==> src/rtl/midi_note_decoder.sv <==
// Purpose : frames the raw MIDI byte stream into single-cycle note events for a monophonic synth voice.
// Latency : note_ready pulses one cycle after the cycle carrying the final data byte of a note message.
// Backpress: none; every rx_valid byte is consumed in its cycle, and back-to-back bytes are handled.
//
// Ports:
//   clock_50_000_000 - system clock
//   reset            - synchronous active-high reset; drops any partial message and the held note
//   rx_byte/rx_valid - byte stream from the UART receiver, one byte per valid cycle
//   note_status      - 1 = ON, 0 = OFF for the last emitted event
//   note_number      - note number of the last emitted event
//   note_velocity    - velocity of the last emitted event (0 for OFF)
//   note_ready       - one-cycle strobe, note_* valid this cycle
//   active           - a note is currently held
//
// Build option: define MIDI_CHANNEL_FILTER_EN to accept only channel CHANNEL; messages on other
// channels are still framed (so their data bytes are not misread) but never produce events.
module midi_note_decoder #(
  parameter int DATA_WIDTH = 7,
  parameter int CHANNEL    = 0
) (
  input  logic                  clock_50_000_000,
  input  logic                  reset,
  input  logic [7:0]            rx_byte,
  input  logic                  rx_valid,
  output logic                  note_status,
  output logic [DATA_WIDTH-1:0] note_number,
  output logic [DATA_WIDTH-1:0] note_velocity,
  output logic                  note_ready,
  output logic                  active
);

  localparam logic NOTE_ON  = 1'b1;
  localparam logic NOTE_OFF = 1'b0;

`ifdef MIDI_CHANNEL_FILTER_EN
  localparam logic FILTER_EN = 1'b1;
`else
  localparam logic FILTER_EN = 1'b0;
`endif

  typedef enum logic [1:0] {
    IDLE  = 2'd0,
    DATA1 = 2'd1,
    DATA2 = 2'd2,
    SYSEX = 2'd3
  } state_t;

  state_t                state_q, state_d;
  // Only the upper nibble of running status matters for framing and decoding.
  // Zero means "no running status" since every channel status has bit 7 set.
  logic [3:0]            rs_hi_q, rs_hi_d;
  logic                  foreign_q, foreign_d;
  logic [DATA_WIDTH-1:0] d1_q;
  logic [DATA_WIDTH-1:0] held_q;

  logic                  d1_load;
  logic                  ev_on;
  logic                  ev_off;

  logic                  is_realtime;
  logic                  is_status;
  logic                  foreign_status;
  logic                  one_byte_msg;
  logic                  note_msg;
  logic [DATA_WIDTH-1:0] data_byte;

  assign is_realtime    = (rx_byte[7:3] == 5'b11111);
  assign is_status      = rx_byte[7];
  assign foreign_status = FILTER_EN && (rx_byte[3:0] != CHANNEL[3:0]);
  assign one_byte_msg   = (rs_hi_q == 4'hC) || (rs_hi_q == 4'hD);
  assign note_msg       = (rs_hi_q == 4'h8) || (rs_hi_q == 4'h9);
  assign data_byte      = rx_byte[DATA_WIDTH-1:0];

  always_comb begin
    state_d   = state_q;
    rs_hi_d   = rs_hi_q;
    foreign_d = foreign_q;
    d1_load   = 1'b0;
    ev_on     = 1'b0;
    ev_off    = 1'b0;

    // Real-time bytes may land anywhere, even inside a message, and must leave no trace.
    if (rx_valid && !is_realtime) begin
      if (is_status) begin
        if (rx_byte[7:4] != 4'hF) begin
          rs_hi_d   = rx_byte[7:4];
          foreign_d = foreign_status;
          state_d   = DATA1;
        end else if (rx_byte == 8'hF0) begin
          rs_hi_d   = 4'h0;
          foreign_d = 1'b0;
          state_d   = SYSEX;
        end else begin
          // F1-F7: system common (or SysEx end) cancels running status.
          rs_hi_d   = 4'h0;
          foreign_d = 1'b0;
          state_d   = IDLE;
        end
      end else begin
        unique case (state_q)
          DATA1: begin
            // One-byte messages (program change, channel pressure) complete here and never
            // carry note events, so nothing is latched.
            if (!one_byte_msg) begin
              d1_load = 1'b1;
              state_d = DATA2;
            end
          end
          DATA2: begin
            state_d = DATA1;
            if (note_msg && !foreign_q) begin
              if ((rs_hi_q == 4'h9) && (data_byte != '0)) begin
                ev_on = 1'b1;
              end else if (active && (d1_q == held_q)) begin
                // Mono gating: only releasing the sounding note reaches the pipeline.
                ev_off = 1'b1;
              end
            end
          end
          default: ;
        endcase
      end
    end
  end

  always_ff @(posedge clock_50_000_000) begin
    if (reset) begin
      state_q       <= IDLE;
      rs_hi_q       <= 4'h0;
      foreign_q     <= 1'b0;
      d1_q          <= '0;
      held_q        <= '0;
      note_status   <= NOTE_OFF;
      note_number   <= '0;
      note_velocity <= '0;
      note_ready    <= 1'b0;
      active        <= 1'b0;
    end else begin
      state_q    <= state_d;
      rs_hi_q    <= rs_hi_d;
      foreign_q  <= foreign_d;
      note_ready <= ev_on || ev_off;
      if (d1_load) begin
        d1_q <= data_byte;
      end
      if (ev_on) begin
        note_status   <= NOTE_ON;
        note_number   <= d1_q;
        note_velocity <= data_byte;
        held_q        <= d1_q;
        active        <= 1'b1;
      end else if (ev_off) begin
        note_status   <= NOTE_OFF;
        note_number   <= d1_q;
        note_velocity <= '0;
        active        <= 1'b0;
      end
    end
  end

endmodule

==> config.mk <==
export PLATFORM = sky130hd
export DESIGN_NAME = midi_note_decoder
export DESIGN_NICKNAME = d
export VERILOG_FILES = /design/src/rtl/midi_note_decoder.sv
export SDC_FILE = /design/constraint.sdc
export NUM_CORES = 1
export LEC_CHECK = 0
export BUFFER_PORTS_ARGS = -buffer_cell sky130_fd_sc_hd__clkbuf_2
export CAP_MARGIN = 20
export CORE_MARGIN = 3
export CORE_UTILIZATION = 30
export CTS_CLUSTER_SIZE = 12
export DETAILED_ROUTE_END_ITERATION = 10
export PLACE_DENSITY = 0.45
export RECOVER_POWER = 25
export SYNTH_ARGS = -nofsm -noshare
export SYNTH_HDL_FRONTEND = slang
export SYNTH_SLANG_ARGS = --single-unit
export TNS_END_PERCENT = 30
==> constraint.sdc <==
create_clock -name clock_50_000_000 -period 2.7 [get_ports clock_50_000_000]
set_input_delay 0.135 -clock clock_50_000_000 [delete_from_list [all_inputs] [get_ports clock_50_000_000]]
set_output_delay 0.135 -clock clock_50_000_000 [all_outputs]
set_load 0.02 [all_outputs]
Word-level counts from Yosys, hierarchy flattened
Index checks and enable logic that the tools add are counted.
{"block": "word_totals", "regBits": 36, "latch_bits": 0, "mem_bits_rw": 0, "mem_bits_ro": 0, "wordCells": 58, "n_memories": 0}
{"block": "classes", "n_addsub": 0, "multipliers": 0, "n_div": 0, "order_cmp": 0, "eq_ne": 11, "shift": 0, "n_mux": 27, "bitwise": 0, "reduce_logical": 12}
{"op": "7-bit two-way mux", "n": 4}
{"op": "1-bit two-way mux", "n": 17}
{"op": "4-bit == test (second input constant)", "n": 4}
{"op": "8-bit == test (second input constant)", "n": 1}
{"op": "2-bit two-way mux", "n": 4}
{"op": "7-bit == test", "n": 1}
{"op": "7-bit nonzero test", "n": 1}
{"op": "5-bit == test (second input constant)", "n": 1}
{"op": "4-bit two-way mux", "n": 1}
{"op": "4-bit inequality test (second input constant)", "n": 1}
{"op": "2-bit one-hot mux with 2 select lines", "n": 1}
{"op": "1-bit logical AND", "n": 3}
{"op": "1-bit logical OR", "n": 3}
{"op": "3-bit inequality test (second input constant)", "n": 1}
{"op": "3-bit AND reduction", "n": 1}
{"op": "3-bit nonzero test", "n": 1}
{"op": "2-bit by 1-bit == test with 1-bit output (second input constant)", "n": 1}
{"op": "2-bit == test (second input constant)", "n": 1}
{"op": "2-bit AND reduction", "n": 1}
{"op": "2-bit nonzero test", "n": 1}
{"op": "1-bit zero test", "n": 1}

Logic depth before layout (Yosys ltp)
{"block": "logic_depth", "depth_word": 10, "mapped_depth": 7, "mapped_depth_nobuf": 4}

Least setup slack after synthesis
OpenSTA, ideal clock, no wires.
{"block": "synth_path", "path_type": "register -> register", "from": "reg rs_hi_q[3]", "to": "reg note_number[0]", "setup_ns": 0.096, "arrival_ns": 1.904, "path_slack_ns": 0.701, "stages_incl_launch_ff": 7, "path_buffers": 2, "synth_period_minus_slack_ns": 1.999, "path_cell_list": "dfxtp_1 or3b_1 or4_4 buf_6 or2_1 buf_6 o311ai_1"}
{"block": "synth_via", "elab_chain_len": 8}
{"element": "from (decl)", "line": "51", "text": "logic [3:0] rs_hi_q, rs_hi_d;"}
{"element": "from (signal assigned)", "line": "140", "text": "rs_hi_q <= rs_hi_d;"}
{"element": "4-bit == test", "line": "71, 112"}
{"element": "1-bit logical AND", "line": "112", "text": "if ((rs_hi_q == 4'h9) && (data_byte != '0)) begin"}
{"element": "1-bit two-way mux", "line": "112"}
{"element": "1-bit two-way mux", "line": "111", "text": "if (note_msg && !foreign_q) begin"}
{"element": "1-bit two-way mux", "line": "100", "text": "unique case (state_q)"}
{"element": "1-bit two-way mux", "line": "84", "text": "if (is_status) begin"}
{"element": "1-bit two-way mux", "line": "83", "text": "if (rx_valid && !is_realtime) begin"}
{"element": "7-bit two-way mux / 2-bit nonzero test (equally long branches)"}
{"element": "to (signal assigned)", "line": "148", "text": "note_number <= d1_q;"}
{"element": "to (signal assigned)", "line": "154", "text": "note_number <= d1_q;"}
{"element": "to (decl)", "line": "26", "text": "output logic [DATA_WIDTH-1:0] note_number,"}
Several ways; a longest one is shown, not always the timed one.
A chain may end at the register's enable or synchronous reset.

Worst setup path in the final report
{"block": "layout_path", "from": "reg state_q[0]", "to": "reg note_velocity[2]"}
{"block": "layout_via", "elab_chain_len": 5}
{"element": "from (decl)", "line": "48", "text": "state_t state_q, state_d;"}
{"element": "from (signal assigned)", "line": "139", "text": "state_q <= state_d;"}
{"element": "2-bit == test *", "line": "100"}
{"element": "1-bit two-way mux", "line": "100"}
{"element": "1-bit two-way mux", "line": "84"}
{"element": "1-bit two-way mux", "line": "83"}
{"element": "7-bit two-way mux / 2-bit nonzero test (equally long branches)"}
{"element": "to (signal assigned)", "line": "149", "text": "note_velocity <= data_byte;"}
{"element": "to (decl)", "line": "27", "text": "output logic [DATA_WIDTH-1:0] note_velocity,"}
Every way passes the cells marked *; elsewhere a longest branch is shown, timed or not.

==> impl_results.md <==
* YS warnings at 0
* Clock Tree Buf Depth at 2
* Adder and majority gate portion of the synthesized area at 0%
* Depth of the worst hold-timing path at 3
* Vias in the first global route at between 1,000 and 1,500
* Number of remaining DRC errors at 0
* Compound-Gate Fraction of Synth Area at 20.48%
* Placed cell count at between 200 and 300
* Yosys reg bits at 36
* Drt wl/cell at approximately 15 microns
* Post_cts resized at 0
* GP Congestion at 0.7622
* Vias post-DR at 1,545
* HP Class: primary input to flop
* Crit path setup slack, layout at 0.4365 ns
* Max Clock Freq at around 440 MHz
* Setup violations, final at 0
* Slew headroom at 44.08%
* Post-synthesis mux area share at under 10%
* Final ANT Viol Nets at 0
* DR top layer: met4
* Syn avg cell area at 9.131 sq um
* Most common cell after layout, fill and taps aside: dfxtp_1
* Share of layout cells above drive strength 1 at 12.73%
* Initial antenna violation count at 0
* Die ar. at 0.006994 sq mm
* Port Buffers at 27
* Period utilization at 83.83%
* DR WL met2 at 1870 microns
* Critical path type: flop to flop
* Pwr Density at 531.6 mW/mm^2
* Worst Hold Launch: rx_byte[0]
* Main combinational cell family by area after synthesis: simple AND/OR/NAND/NOR gates
* Max Cap Viol at 0
* Post-CTS Setup Bufs at 0
* Overall power consumption at 1.102 mW
* Worst clock skew at around 0.005 ns
* Worst-Margin Slew at between 0.8 and 0.9 ns
* Gr ovfl total at 0
* Top post-synthesis cells by area: dfxtp_1, mux2i_1, a2111oi_0
* TritonCTS clock tree: done
* Final hold vios at 0
* Static Leakage at 0.7937 nW
* CTS H-tree depth at 2
* Fin. max-slew vios at 0
* Layout Cells excl Fill at 292
* Die W at 83.63 microns
* Total Routed Length at 4509 microns
* Maximum VDD drop at 0.1983 mV
* Synth top area share at between 30 and 40%
* Post-DP HPWL at about 3100 microns
* Area leader, netlist: dfxtp_1
* Root Buffer: clkbuf_8
* Post-CTS Hold Fix Bufs at 0
* Mapped Nets at 209
* Startpoint Class: flop
* Pre-Repair DR Iteration Count at 4
* Std cell rows at 27
* Crit path max fanout at 10
* Worst-Skew Late Latency at 0.30 ns
* Ports at 28
* Status: finished, final reports clean
* Seq/Total Area, Yosys at between 30% and 40%
* Syn Std Cell Area at 0.001808 sq mm
* RSZ-0062 raised after global routing: no
* Clock slew at reported path FFs at ~0.08 ns
* Worst Setup SP: state_q[0]
* Reg2reg path depth at 4
* DRT iter0 DRCs at 60
* Die Y at around 84 microns
* Core ar. at 0.005675 sq mm
* Initial Util at between 30% and 40%
* First-pass GRT wire length at 7279 microns
* Fin crit period at 2.264 ns
* Clock Sinks at 36
* Vias/cell at 5.291
* GRT Total Usage at between 10% and 20%
* Fraction of synthesized cell area in xor and xnor cells at about 3.4%
* Worst EP arrival at 2.42 ns
* Wl on met1 at 2381 microns
* Setup slack after placement at slightly below 0.4 ns
* Pin count of the biggest net entering global routing at 42
* CTS Buf Count at 5
* Synth Instances at between 150 and 200
* Cell variety after synth at 37
* Nets@finish at 230
* Setup TNS at 0 ns
* CP Capture Type: flop
* Final Util at 36.53%
* Synth Area in Simple Gates at 22.15%
* Ant. Diodes at 0
* Most frequent cells in the layout: dfxtp_1, nor2_1, mux2i_1, clkbuf_1, clkbuf_2
* Synthesis-to-finish area growth at 14.67%
* Met3 wire len at 172 microns
* RR Startpoint: state_q[0]
* Req. time, crit path at roughly 2.9 ns
==> layer usage <==
metal | GRT usage [%] | up-vias
met3 | 3.258 | 10
li1 | - | 787
met4 | 5.263 | 0
met2 | 17.64 | 29
met1 | 18.94 | 719
met5 | 0 | -
==> cell usage after synthesis <==
cell	number
dfxtp_1	36
nor2_1	16
mux2i_1	14
clkbuf_1	13
nor2b_1	9
nand2b_1	8
nand3b_1	8
o211ai_1	8
a2111oi_0	7
a21oi_1	7
a31oi_1	7
inv_1	7
o311ai_1	7
o32ai_1	7
nand2_1	6
nand4_1	5
xnor2_1	5
a211oi_1	2
buf_2	2
buf_6	2
nand4bb_1	2
nor3_1	2
o21ai_0	2
or3_1	2
xor2_1	2
a211o_1	1
buf_4	1
nand3_1	1
nand4b_1	1
nor3b_1	1
nor4_1	1
nor4_4	1
o21bai_1	1
o22ai_1	1
or2_1	1
or3b_1	1
or4_4	1
==> state kept, by name (all words and copies together), names as in the netlist <==
name and flops:
active 1, state_q 2, d1_q 7, note_number 7, rs_hi_q 4, held_q 7, note_velocity 7, note_ready 1
==> final timing paths <==
path / slack, ns / endpoint
worst max-delay path: 0.44 / note_velocity[2]
worst min-delay path: 0.11 / note_velocity[0]
worst max register to register: 0.44 / note_velocity[2]
worst min register to register: 0.46 / rs_hi_q[0]
==> where the power goes <==
| group | internal [mW] | total (mW) | switching, mW |
|---|---|---|---|
| combinational | 0.0286 | 0.0754 | 0.0468 |
| sequential | 0.538 | 0.545 | 0.00683 |
| clock | 0.274 | 0.482 | 0.208 |
==> per-stage QoR <==
step	hold WS [ns]	instance area (sq um)
after global placement	0.4189	1982
after CTS	0.1103	2090
after floorplan	0.2789	1808
after global routing	0.1239	2073
after detailed placement	0.4249	1982
final	0.1110	2073
==> logic make-up after synthesis <==
| kind of cell | Yosys count |
|---|---|
| simple gates | 66 |
| compound gates | 50 |
| flops | 36 |
| buf+inv | 25 |
| mux | 14 |
| xor+xnor | 7 |
==> worst max-delay path, stage by stage (launching register included) <==
cell       delay [ns]
dfxtp_1          0.34
nand4bb_1        0.38
or4_4            0.73
nor4_4           0.49
o32ai_1          0.17
==> layout make-up <==
type	count	area, sq um
Clock buffer	6	72.57
Clock inverter	2	35.03
Fill cell	620	3602
Inverter	7	26.28
Multi-Input combinational cell	137	972.2
Sequential cell	36	720.7
Tap cell	72	90.09
Timing Repair Buffer	32	156.4
Power figures use the tool's default switching activity.
